`src/rtl/mau_pkg.sv`:
```
// Shared types and decode helpers for the load/store unit (mem_access_unit).
package mau_pkg;

  typedef enum logic [1:0] {IDLE, RD_WAIT, WR, RESP} mau_state_e;

  localparam logic [2:0] F3_B  = 3'b000;
  localparam logic [2:0] F3_H  = 3'b001;
  localparam logic [2:0] F3_W  = 3'b010;
  localparam logic [2:0] F3_D  = 3'b011;
  localparam logic [2:0] F3_BU = 3'b100;
  localparam logic [2:0] F3_HU = 3'b101;
  localparam logic [2:0] F3_WU = 3'b110;

  // Byte-enable pattern for an access of this size, before shifting to its lane.
  function automatic logic [7:0] size_mask(logic [2:0] f3);
    unique case (f3[1:0])
      2'd0:    return 8'h01;
      2'd1:    return 8'h03;
      2'd2:    return 8'h0F;
      default: return 8'hFF;
    endcase
  endfunction

  // Low address bits that survive natural alignment for this size.
  function automatic logic [2:0] align_mask(logic [2:0] f3);
    unique case (f3[1:0])
      2'd0:    return 3'b111;
      2'd1:    return 3'b110;
      2'd2:    return 3'b100;
      default: return 3'b000;
    endcase
  endfunction

  function automatic logic f3_illegal(logic we, logic [2:0] f3);
    return we ? f3[2] : (f3 == 3'b111);
  endfunction

endpackage

```
`src/rtl/mau_if.sv`:
```
// Request/response and Memoria64 signals of mem_access_unit; slave = the unit, master = its environment.
interface mau_if;
  logic        req_valid;
  logic        req_ready;
  logic        req_we;
  logic [2:0]  req_funct3;
  logic [63:0] req_addr;
  logic [63:0] req_wdata;
  logic        resp_valid;
  logic [63:0] resp_rdata;
  logic        resp_err;
  logic [63:0] mem_raddr;
  logic [63:0] mem_rdata;
  logic [63:0] mem_waddr;
  logic [63:0] mem_wdata;
  logic        mem_wr;

  modport slave (
    input  req_valid, req_we, req_funct3, req_addr, req_wdata, mem_rdata,
    output req_ready, resp_valid, resp_rdata, resp_err, mem_raddr, mem_waddr, mem_wdata, mem_wr
  );

  modport master (
    output req_valid, req_we, req_funct3, req_addr, req_wdata, mem_rdata,
    input  req_ready, resp_valid, resp_rdata, resp_err, mem_raddr, mem_waddr, mem_wdata, mem_wr
  );
endinterface

```
`src/rtl/mau_lane_align.sv`:
```
// Combinational lane handling: load extract/extend and sub-doubleword store byte merge.
module mau_lane_align
  import mau_pkg::*;
(
  input  logic [2:0]  i_funct3,
  input  logic [2:0]  i_off,
  input  logic [63:0] i_rdata,
  input  logic [63:0] i_wdata,
  output logic [63:0] o_load,
  output logic [63:0] o_merge
);

  logic [5:0]  w_sh;
  logic [63:0] w_lane;
  logic [63:0] w_wsh;
  logic [7:0]  w_bmask;

  assign w_sh    = {i_off, 3'b000};
  assign w_lane  = i_rdata >> w_sh;
  assign w_wsh   = i_wdata << w_sh;
  assign w_bmask = size_mask(i_funct3) << i_off;

  always_comb begin
    o_load = w_lane;
    case (i_funct3)
      F3_B:    o_load = {{56{w_lane[7]}}, w_lane[7:0]};
      F3_H:    o_load = {{48{w_lane[15]}}, w_lane[15:0]};
      F3_W:    o_load = {{32{w_lane[31]}}, w_lane[31:0]};
      F3_BU:   o_load = {56'd0, w_lane[7:0]};
      F3_HU:   o_load = {48'd0, w_lane[15:0]};
      F3_WU:   o_load = {32'd0, w_lane[31:0]};
      default: o_load = w_lane;
    endcase
  end

  always_comb begin
    o_merge = i_rdata;
    for (int i = 0; i < 8; i++) begin
      if (w_bmask[i]) o_merge[i*8 +: 8] = w_wsh[i*8 +: 8];
    end
  end

endmodule

```
`src/rtl/mem_access_unit.sv`:
```
// Load/store stage to Memoria64: one request at a time, RMW for sub-dword stores.
// Optional MAU_MISALIGN_TRAP_EN: misaligned accesses respond with an error instead of aligning down.
module mem_access_unit
  import mau_pkg::*;
#(
  parameter int unsigned MEM_LAT = 1
) (
  input  logic CLK,
  input  logic RESET,
  mau_if.slave bus
);

  localparam logic [2:0] LatInit = 3'(MEM_LAT);

  mau_state_e  r_state;
  logic [2:0]  r_cnt;
  logic        r_we;
  logic [2:0]  r_f3;
  logic [2:0]  r_off;
  logic [63:0] r_wdata;
  logic        r_ready;
  logic        r_resp_valid;
  logic [63:0] r_resp_rdata;
  logic        r_resp_err;
  logic [63:0] r_mem_raddr;
  logic [63:0] r_mem_waddr;
  logic [63:0] r_mem_wdata;
  logic        r_mem_wr;

  logic        w_err;
  logic [2:0]  w_off;
  logic [63:0] w_daddr;
  logic [63:0] w_load;
  logic [63:0] w_merge;

  assign w_off   = bus.req_addr[2:0] & align_mask(bus.req_funct3);
  assign w_daddr = {bus.req_addr[63:3], 3'b000};

`ifdef MAU_MISALIGN_TRAP_EN
  assign w_err = f3_illegal(bus.req_we, bus.req_funct3) |
                 (|(bus.req_addr[2:0] & ~align_mask(bus.req_funct3)));
`else
  assign w_err = f3_illegal(bus.req_we, bus.req_funct3);
`endif

  mau_lane_align u_lane_align (
    .i_funct3 (r_f3),
    .i_off    (r_off),
    .i_rdata  (bus.mem_rdata),
    .i_wdata  (r_wdata),
    .o_load   (w_load),
    .o_merge  (w_merge)
  );

  always_ff @(posedge CLK or negedge RESET) begin
    if (!RESET) begin
      r_state      <= IDLE;
      r_cnt        <= '0;
      r_we         <= 1'b0;
      r_f3         <= '0;
      r_off        <= '0;
      r_wdata      <= '0;
      r_ready      <= 1'b1;
      r_resp_valid <= 1'b0;
      r_resp_rdata <= '0;
      r_resp_err   <= 1'b0;
      r_mem_raddr  <= '0;
      r_mem_waddr  <= '0;
      r_mem_wdata  <= '0;
      r_mem_wr     <= 1'b0;
    end else begin
      r_resp_valid <= 1'b0;
      r_mem_wr     <= 1'b0;
      unique case (r_state)
        IDLE: begin
          if (bus.req_valid && r_ready) begin
            r_we    <= bus.req_we;
            r_f3    <= bus.req_funct3;
            r_off   <= w_off;
            r_wdata <= bus.req_wdata;
            r_ready <= 1'b0;
            if (w_err) begin
              r_state      <= RESP;
              r_resp_valid <= 1'b1;
              r_resp_err   <= 1'b1;
              r_resp_rdata <= '0;
            end else if (bus.req_we && bus.req_funct3 == F3_D) begin
              r_state     <= WR;
              r_mem_wr    <= 1'b1;
              r_mem_waddr <= w_daddr;
              r_mem_wdata <= bus.req_wdata;
            end else begin
              r_state     <= RD_WAIT;
              r_cnt       <= LatInit;
              r_mem_raddr <= w_daddr;
            end
          end
        end
        RD_WAIT: begin
          r_cnt <= r_cnt - 3'd1;
          if (r_cnt == 3'd1) begin
            if (r_we) begin
              r_state     <= WR;
              r_mem_wr    <= 1'b1;
              r_mem_waddr <= r_mem_raddr;
              r_mem_wdata <= w_merge;
            end else begin
              r_state      <= RESP;
              r_resp_valid <= 1'b1;
              r_resp_err   <= 1'b0;
              r_resp_rdata <= w_load;
            end
          end
        end
        WR: begin
          r_state      <= RESP;
          r_resp_valid <= 1'b1;
          r_resp_err   <= 1'b0;
          r_resp_rdata <= '0;
        end
        RESP: begin
          r_state <= IDLE;
          r_ready <= 1'b1;
        end
        default: r_state <= IDLE;
      endcase
    end
  end

  assign bus.req_ready  = r_ready;
  assign bus.resp_valid = r_resp_valid;
  assign bus.resp_rdata = r_resp_rdata;
  assign bus.resp_err   = r_resp_err;
  assign bus.mem_raddr  = r_mem_raddr;
  assign bus.mem_waddr  = r_mem_waddr;
  assign bus.mem_wdata  = r_mem_wdata;
  assign bus.mem_wr     = r_mem_wr;

endmodule

```
`src/flat_wrapper.sv`:
```
// flat-port wrapper written by rule: the top's interface ports become plain ports
module mem_access_unit_flat import mau_pkg::*;
#(
  parameter int unsigned MEM_LAT = 1
)
  (CLK, RESET, bus_req_valid, bus_req_we, bus_req_funct3, bus_req_addr, bus_req_wdata, bus_mem_rdata, bus_req_ready, bus_resp_valid, bus_resp_rdata, bus_resp_err, bus_mem_raddr, bus_mem_waddr, bus_mem_wdata, bus_mem_wr);
  mau_if bus_i ();
  input  logic CLK;
  input  logic RESET;
  input wire logic [$bits(bus_i.req_valid)-1:0] bus_req_valid;
  input wire logic [$bits(bus_i.req_we)-1:0] bus_req_we;
  input wire logic [$bits(bus_i.req_funct3)-1:0] bus_req_funct3;
  input wire logic [$bits(bus_i.req_addr)-1:0] bus_req_addr;
  input wire logic [$bits(bus_i.req_wdata)-1:0] bus_req_wdata;
  input wire logic [$bits(bus_i.mem_rdata)-1:0] bus_mem_rdata;
  output wire logic [$bits(bus_i.req_ready)-1:0] bus_req_ready;
  output wire logic [$bits(bus_i.resp_valid)-1:0] bus_resp_valid;
  output wire logic [$bits(bus_i.resp_rdata)-1:0] bus_resp_rdata;
  output wire logic [$bits(bus_i.resp_err)-1:0] bus_resp_err;
  output wire logic [$bits(bus_i.mem_raddr)-1:0] bus_mem_raddr;
  output wire logic [$bits(bus_i.mem_waddr)-1:0] bus_mem_waddr;
  output wire logic [$bits(bus_i.mem_wdata)-1:0] bus_mem_wdata;
  output wire logic [$bits(bus_i.mem_wr)-1:0] bus_mem_wr;
  assign bus_i.req_valid = bus_req_valid;
  assign bus_i.req_we = bus_req_we;
  assign bus_i.req_funct3 = bus_req_funct3;
  assign bus_i.req_addr = bus_req_addr;
  assign bus_i.req_wdata = bus_req_wdata;
  assign bus_i.mem_rdata = bus_mem_rdata;
  assign bus_req_ready = bus_i.req_ready;
  assign bus_resp_valid = bus_i.resp_valid;
  assign bus_resp_rdata = bus_i.resp_rdata;
  assign bus_resp_err = bus_i.resp_err;
  assign bus_mem_raddr = bus_i.mem_raddr;
  assign bus_mem_waddr = bus_i.mem_waddr;
  assign bus_mem_wdata = bus_i.mem_wdata;
  assign bus_mem_wr = bus_i.mem_wr;
  mem_access_unit #(.MEM_LAT(MEM_LAT)) u_core (.CLK(CLK), .RESET(RESET), .bus(bus_i));
endmodule
```
`config.mk`:
```
export PLATFORM = sky130hd
export DESIGN_NAME = mem_access_unit_flat
export DESIGN_NICKNAME = d
export VERILOG_FILES = /design/src/rtl/mau_pkg.sv /design/src/rtl/mau_if.sv /design/src/rtl/mau_lane_align.sv /design/src/rtl/mem_access_unit.sv /design/src/flat_wrapper.sv
export SDC_FILE = /design/constraint.sdc
export NUM_CORES = 1
export LEC_CHECK = 0
export ABC_AREA = 1
export ABC_CLOCK_PERIOD_IN_PS = 2100
export BUFFER_PORTS_ARGS = -buffer_cell sky130_fd_sc_hd__buf_4
export CAP_MARGIN = 5
export CELL_PAD_IN_SITES_DETAIL_PLACEMENT = 1
export CELL_PAD_IN_SITES_GLOBAL_PLACEMENT = 1
export CORE_MARGIN = 3
export CORE_UTILIZATION = 30
export DETAILED_ROUTE_END_ITERATION = 12
export PLACE_DENSITY = 0.7
export SYNTH_ARGS = -nofsm -noshare
export SYNTH_HDL_FRONTEND = slang
export SYNTH_SLANG_ARGS = --single-unit
```
`constraint.sdc`:
```
create_clock -name CLK -period 2.1 [get_ports CLK]
set_clock_uncertainty 0.05 [all_clocks]
set_input_delay 0.315 -clock CLK [delete_from_list [all_inputs] [get_ports CLK]]
set_output_delay 0.315 -clock CLK [all_outputs]
set_load 0.01 [all_outputs]
```
==> impl_metrics.xml <==
<?xml version="1.0" encoding="UTF-8"?>
<metrics>
  <group name="outcome">
    <metric name="outcome" unit="">completed</metric>
  </group>
  <group name="timing">
    <metric name="final_hold_violation_count" unit="">0</metric>
    <metric name="finalMaxSlewViolations" unit="">0</metric>
    <metric name="max-slew-margin-rel" unit="">0.652</metric>
    <metric name="maxClockFrequency" unit="GHz">0.491</metric>
    <metric name="rsz0062_at_grt" unit="">no</metric>
    <metric name="timing.final.crit_share" unit="">0.970</metric>
    <metric name="setup_total_negative_slack" unit="ns">0</metric>
    <metric name="setup-violations-final" unit="">0</metric>
    <metric name="worst_slew_pin_slew" unit="ns">0.523</metric>
    <metric name="finalCriticalPeriod" unit="ns">2.04</metric>
    <metric name="timing.hold.ws" unit="ns">0.0184</metric>
  </group>
  <group name="yosys">
    <metric name="predominant_post_synthesis_flop_cell" unit="">dfrtp_1</metric>
    <metric name="yosys-top-cells-area" unit="">dfrtp_1 (44%), nand2_1 (19%), o21ai_0 (7.9%)</metric>
    <metric name="yosysTopAreaCell" unit="">dfrtp_1</metric>
    <metric name="number_of_flops_mapped_to_enable_cells_by_yosys" unit="">0</metric>
    <metric name="top_post_synthesis_cells_by_count" unit="">nand2_1 (951), dfrtp_1 (329), o21ai_0 (297)</metric>
    <metric name="synth_seq_cells" unit="">330</metric>
    <metric name="syn_inst" unit="">2595</metric>
    <metric name="synth_fa_ha_area_frac" unit="">0.00400</metric>
    <metric name="post_synth_mux_area_share" unit="">0</metric>
    <metric name="post-synth-top-count-cell" unit="">nand2_1</metric>
    <metric name="mappedNetlistArea" unit="sq mm">0.0188</metric>
    <metric name="synth_top_family_by_area" unit="">simple AND/OR/NAND/NOR gates</metric>
    <metric name="post_synthesis_share_of_cell_area_spent_on_and_or_nand_and_nor_gates" unit="">0.287</metric>
    <metric name="synth_largest_type_area_fraction" unit="">0.439</metric>
    <metric name="synthDistinctLibCells" unit="">46</metric>
    <metric name="seq_area_frac_synth" unit="">0.440</metric>
    <metric name="synth_xor_xnor_area_share" unit="">0</metric>
    <metric name="yosys_warnings" unit="">0</metric>
    <metric name="postSynthAreaPerCell" unit="sq um">7.23</metric>
    <metric name="asr_flop_ratio_synth" unit="">1.00</metric>
    <metric name="synth-compound-area-share" unit="">0.168</metric>
  </group>
  <group name="setup_path">
    <metric name="setup.worst_path.end_class" unit="">flop</metric>
    <metric name="cp_data_arrival_time" unit="ns">2.45</metric>
    <metric name="critPathLaunchType" unit="">flop</metric>
    <metric name="timing.rr.start" unit="">u_core.r_off[0]</metric>
    <metric name="rr_worst_depth" unit="">7</metric>
    <metric name="rr_endpoint" unit="">u_core.bus.mem_wdata[10]</metric>
    <metric name="r2r_slack" unit="ns">0.06</metric>
    <metric name="path_max_fanout" unit="">31</metric>
    <metric name="cp_data_required_time" unit="ns">2.51</metric>
    <metric name="criticalPathCategory" unit="">flop to flop</metric>
  </group>
  <group name="floorplanning">
    <metric name="floorplan.core_area" unit="sq mm">0.0618</metric>
    <metric name="std_cell_rows" unit="">91</metric>
    <metric name="die-area" unit="sq mm">0.0656</metric>
    <metric name="initial_utilization" unit="">0.303</metric>
    <metric name="die_h" unit="microns">256</metric>
    <metric name="io-pin-count" unit="">459</metric>
    <metric name="fp.dieW" unit="microns">256</metric>
  </group>
  <group name="min_path">
    <metric name="timing.hold.worst.start" unit="">bus_req_wdata[53]</metric>
    <metric name="hold_depth" unit="">3</metric>
    <metric name="holdCritPathClass" unit="">primary input to flop</metric>
    <metric name="holdPathEnd" unit="">u_core.r_wdata[53]</metric>
  </group>
  <group name="finish">
    <metric name="finish.net_count" unit="">3426</metric>
    <metric name="share_of_post_route_cells_with_drive_strength_above_1" unit="">0.244</metric>
    <metric name="final_core_utilization" unit="">0.433</metric>
    <metric name="areaGrowthSynthToFinish" unit="%">42.9</metric>
  </group>
  <group name="drt">
    <metric name="vias_per_cell" unit="">5.07</metric>
    <metric name="wl_per_cell" unit="microns">22.7</metric>
    <metric name="ant_nets" unit="">0</metric>
    <metric name="detail_route.iter0.violations" unit="">1501</metric>
    <metric name="total_routed_length" unit="mm">92.9</metric>
    <metric name="via_count" unit="">20700</metric>
    <metric name="drtPass1Iterations" unit="">5</metric>
    <metric name="drc" unit="">0</metric>
  </group>
  <group name="power">
    <metric name="power_frac_clock" unit="">0.159</metric>
    <metric name="power.density" unit="mW/mm^2">1710</metric>
    <metric name="p_seq_frac" unit="">0.254</metric>
    <metric name="switching_share" unit="">0.472</metric>
    <metric name="leakagePower" unit="nW">13.9</metric>
    <metric name="vdd_ir_drop_max" unit="mV">0.800</metric>
    <metric name="fin_total_pwr" unit="mW">45.7</metric>
    <metric name="net_switching_power" unit="mW">21.6</metric>
    <metric name="cell_internal_power" unit="mW">24.1</metric>
    <metric name="combinationalPowerShare" unit="">0.586</metric>
  </group>
  <group name="global_routing">
    <metric name="gr-total-overflow" unit="">0</metric>
    <metric name="maximum_number_of_pins_on_one_net_before_global_route_repair" unit="">76</metric>
    <metric name="grt_pass1_wl" unit="mm">140</metric>
    <metric name="number_of_global_route_vias_before_repair" unit="">22300</metric>
    <metric name="grt_antenna_before_repair" unit="">7</metric>
    <metric name="gr-usage-all-layers" unit="">0.276</metric>
  </group>
  <group name="placement">
    <metric name="gp_congestion" unit="">0.969</metric>
    <metric name="dp.final_hpwl" unit="mm">71.2</metric>
    <metric name="port_buffers" unit="">452</metric>
  </group>
  <group name="clocking">
    <metric name="cts_tree" unit="">done</metric>
    <metric name="cts-root-buf" unit="">clkbuf_16</metric>
    <metric name="cts_max_path_buffers" unit="">3</metric>
    <metric name="cts-htree-levels" unit="">2</metric>
    <metric name="clkTransAtPathRegs" unit="ns">0.06</metric>
    <metric name="cts_made_buffers" unit="">40</metric>
    <metric name="clock_insertion_delay_at_the_later_pin_of_the_skew_report" unit="ns">0.59</metric>
    <metric name="cts.sinks" unit="">330</metric>
  </group>
  <group name="job">
    <metric name="timing.max_cap.violations" unit="">0</metric>
  </group>
</metrics>
power by group through the flow:
| stage | clock (mW) | combinational (mW) | sequential [mW] |
|---|---|---|---|
| final | 7.28 | 26.8 | 11.6 |
| after CTS | 7.48 | 26.3 | 11.6 |
| after detailed placement | 0 | 25.9 | 11.6 |
| after global placement | 0 | 25.4 | 11.5 |
| after global routing | 7.75 | 29.3 | 11.9 |
| after floorplan | 0 | 13.4 | 11.8 |
area by class of cell:
cell class,instances,area [sq um]
Inverter,203,776
Clock buffer,57,1140
Clock inverter,12,218
Antenna cell,7,17.5
Fill cell,7607,35000
Multi-Input combinational cell,1883,8780
Sequential cell,330,8270
Tap cell,837,1050
Timing Repair Buffer,763,6550
layout by cell type (no fill, tap or decap), types with 5 or more instances in the layout:
cell type	n
nor2_1	68
a21oi_1	111
o21ai_1	73
o22ai_1	5
clkbuf_1	9
nor2_2	5
nand3_1	211
and2_0	7
diode_2	7
nand3b_1	7
o211ai_1	33
clkbuf_8	8
clkbuf_16	41
or2_1	8
inv_2	14
dlygate4sd3_1	124
nor3_1	5
nand2_1	950
o21ai_2	6
buf_12	38
or2_2	20
dfrtp_1	326
conb_1	6
a2bb2oi_1	14
a21oi_2	6
o21ai_0	286
buf_4	596
and3_1	6
inv_1	185
o211ai_2	11
a21boi_1	11
state kept, by name, indices dropped and copies added (netlist names):
name	count
u_core.r_cnt	3
u_core.r_f3	3
u_core.bus.mem_raddr	61
u_core.bus.resp_valid	1
u_core.bus.mem_waddr	61
u_core.bus.req_ready	1
u_core.bus.mem_wr	1
u_core.bus.resp_rdata	64
u_core.r_off	3
u_core.r_we	1
u_core.r_state	2
u_core.bus.resp_err	1
u_core.r_wdata	64
u_core.bus.mem_wdata	64
critical path, cell delays in order, from the launching register on:
cell	delay, ns
dfrtp_4	0.53
buf_12	0.19
buf_4	0.22
o21ai_0	0.26
inv_1	0.17
o21ai_2	0.24
buf_4	0.18
a2bb2oi_1	0.07
worst max path at each step:
stage                                 start                   endpoint  slack, ns  cells past startpoint
after global placement      u_core.r_off[0]  u_core.bus.resp_rdata[26]      -0.11                      9
after detailed placement  u_core.r_state[1]   u_core.bus.mem_wdata[51]      -0.14                     11
after CTS                   u_core.r_cnt[1]   u_core.bus.mem_wdata[54]       0.01                     13
after floorplan           u_core.r_state[1]   u_core.bus.mem_wdata[26]       0.28                     13
after global routing        u_core.r_off[0]  u_core.bus.resp_rdata[50]     0.0004                     12
final                       u_core.r_off[0]   u_core.bus.mem_wdata[10]       0.06                      7
per-stage QoR:
stage / instances / cell area [sq um] / setup slack [ns]
after floorplan: 2600 / 18800 / 0.281
after global placement: 3885 / 24000 / -0.107
after detailed placement: 3885 / 24000 / -0.139
after CTS: 4078 / 26600 / 0.0143
after global routing: 4092 / 26800 / 0.000354
final: 4092 / 26800 / 0.0634
metal layers:
layer,track usage,part of all wire,vias to the layer above
li1,-,-,9627
met5,0,0,-
met4,0.124,0.047,0
met1,0.337,0.40,10300
met2,0.473,0.49,674
met3,0.0530,0.061,174
cell families after synthesis:
kind of cell               after synthesis
adders and majority gates                6
DFF                                    330
other                                    1
AOI/OAI and AO/OA                      568
and+or+nand+nor                       1303
buffers and inverters                  387
repair_timing:
| action | CTS | global route |
|---|---|---|
| hold endpoints to repair | 198 | 0 |
| hold buffers | 124 | 0 |
| pin swaps | 0 | 1 |
| setup buffers | 0 | 7 |
| gates cloned | 0 | 1 |
| gates resized for setup | 11 | 35 |
| setup endpoints to repair | 20 | 97 |
Power figures use the tool's default switching activity.
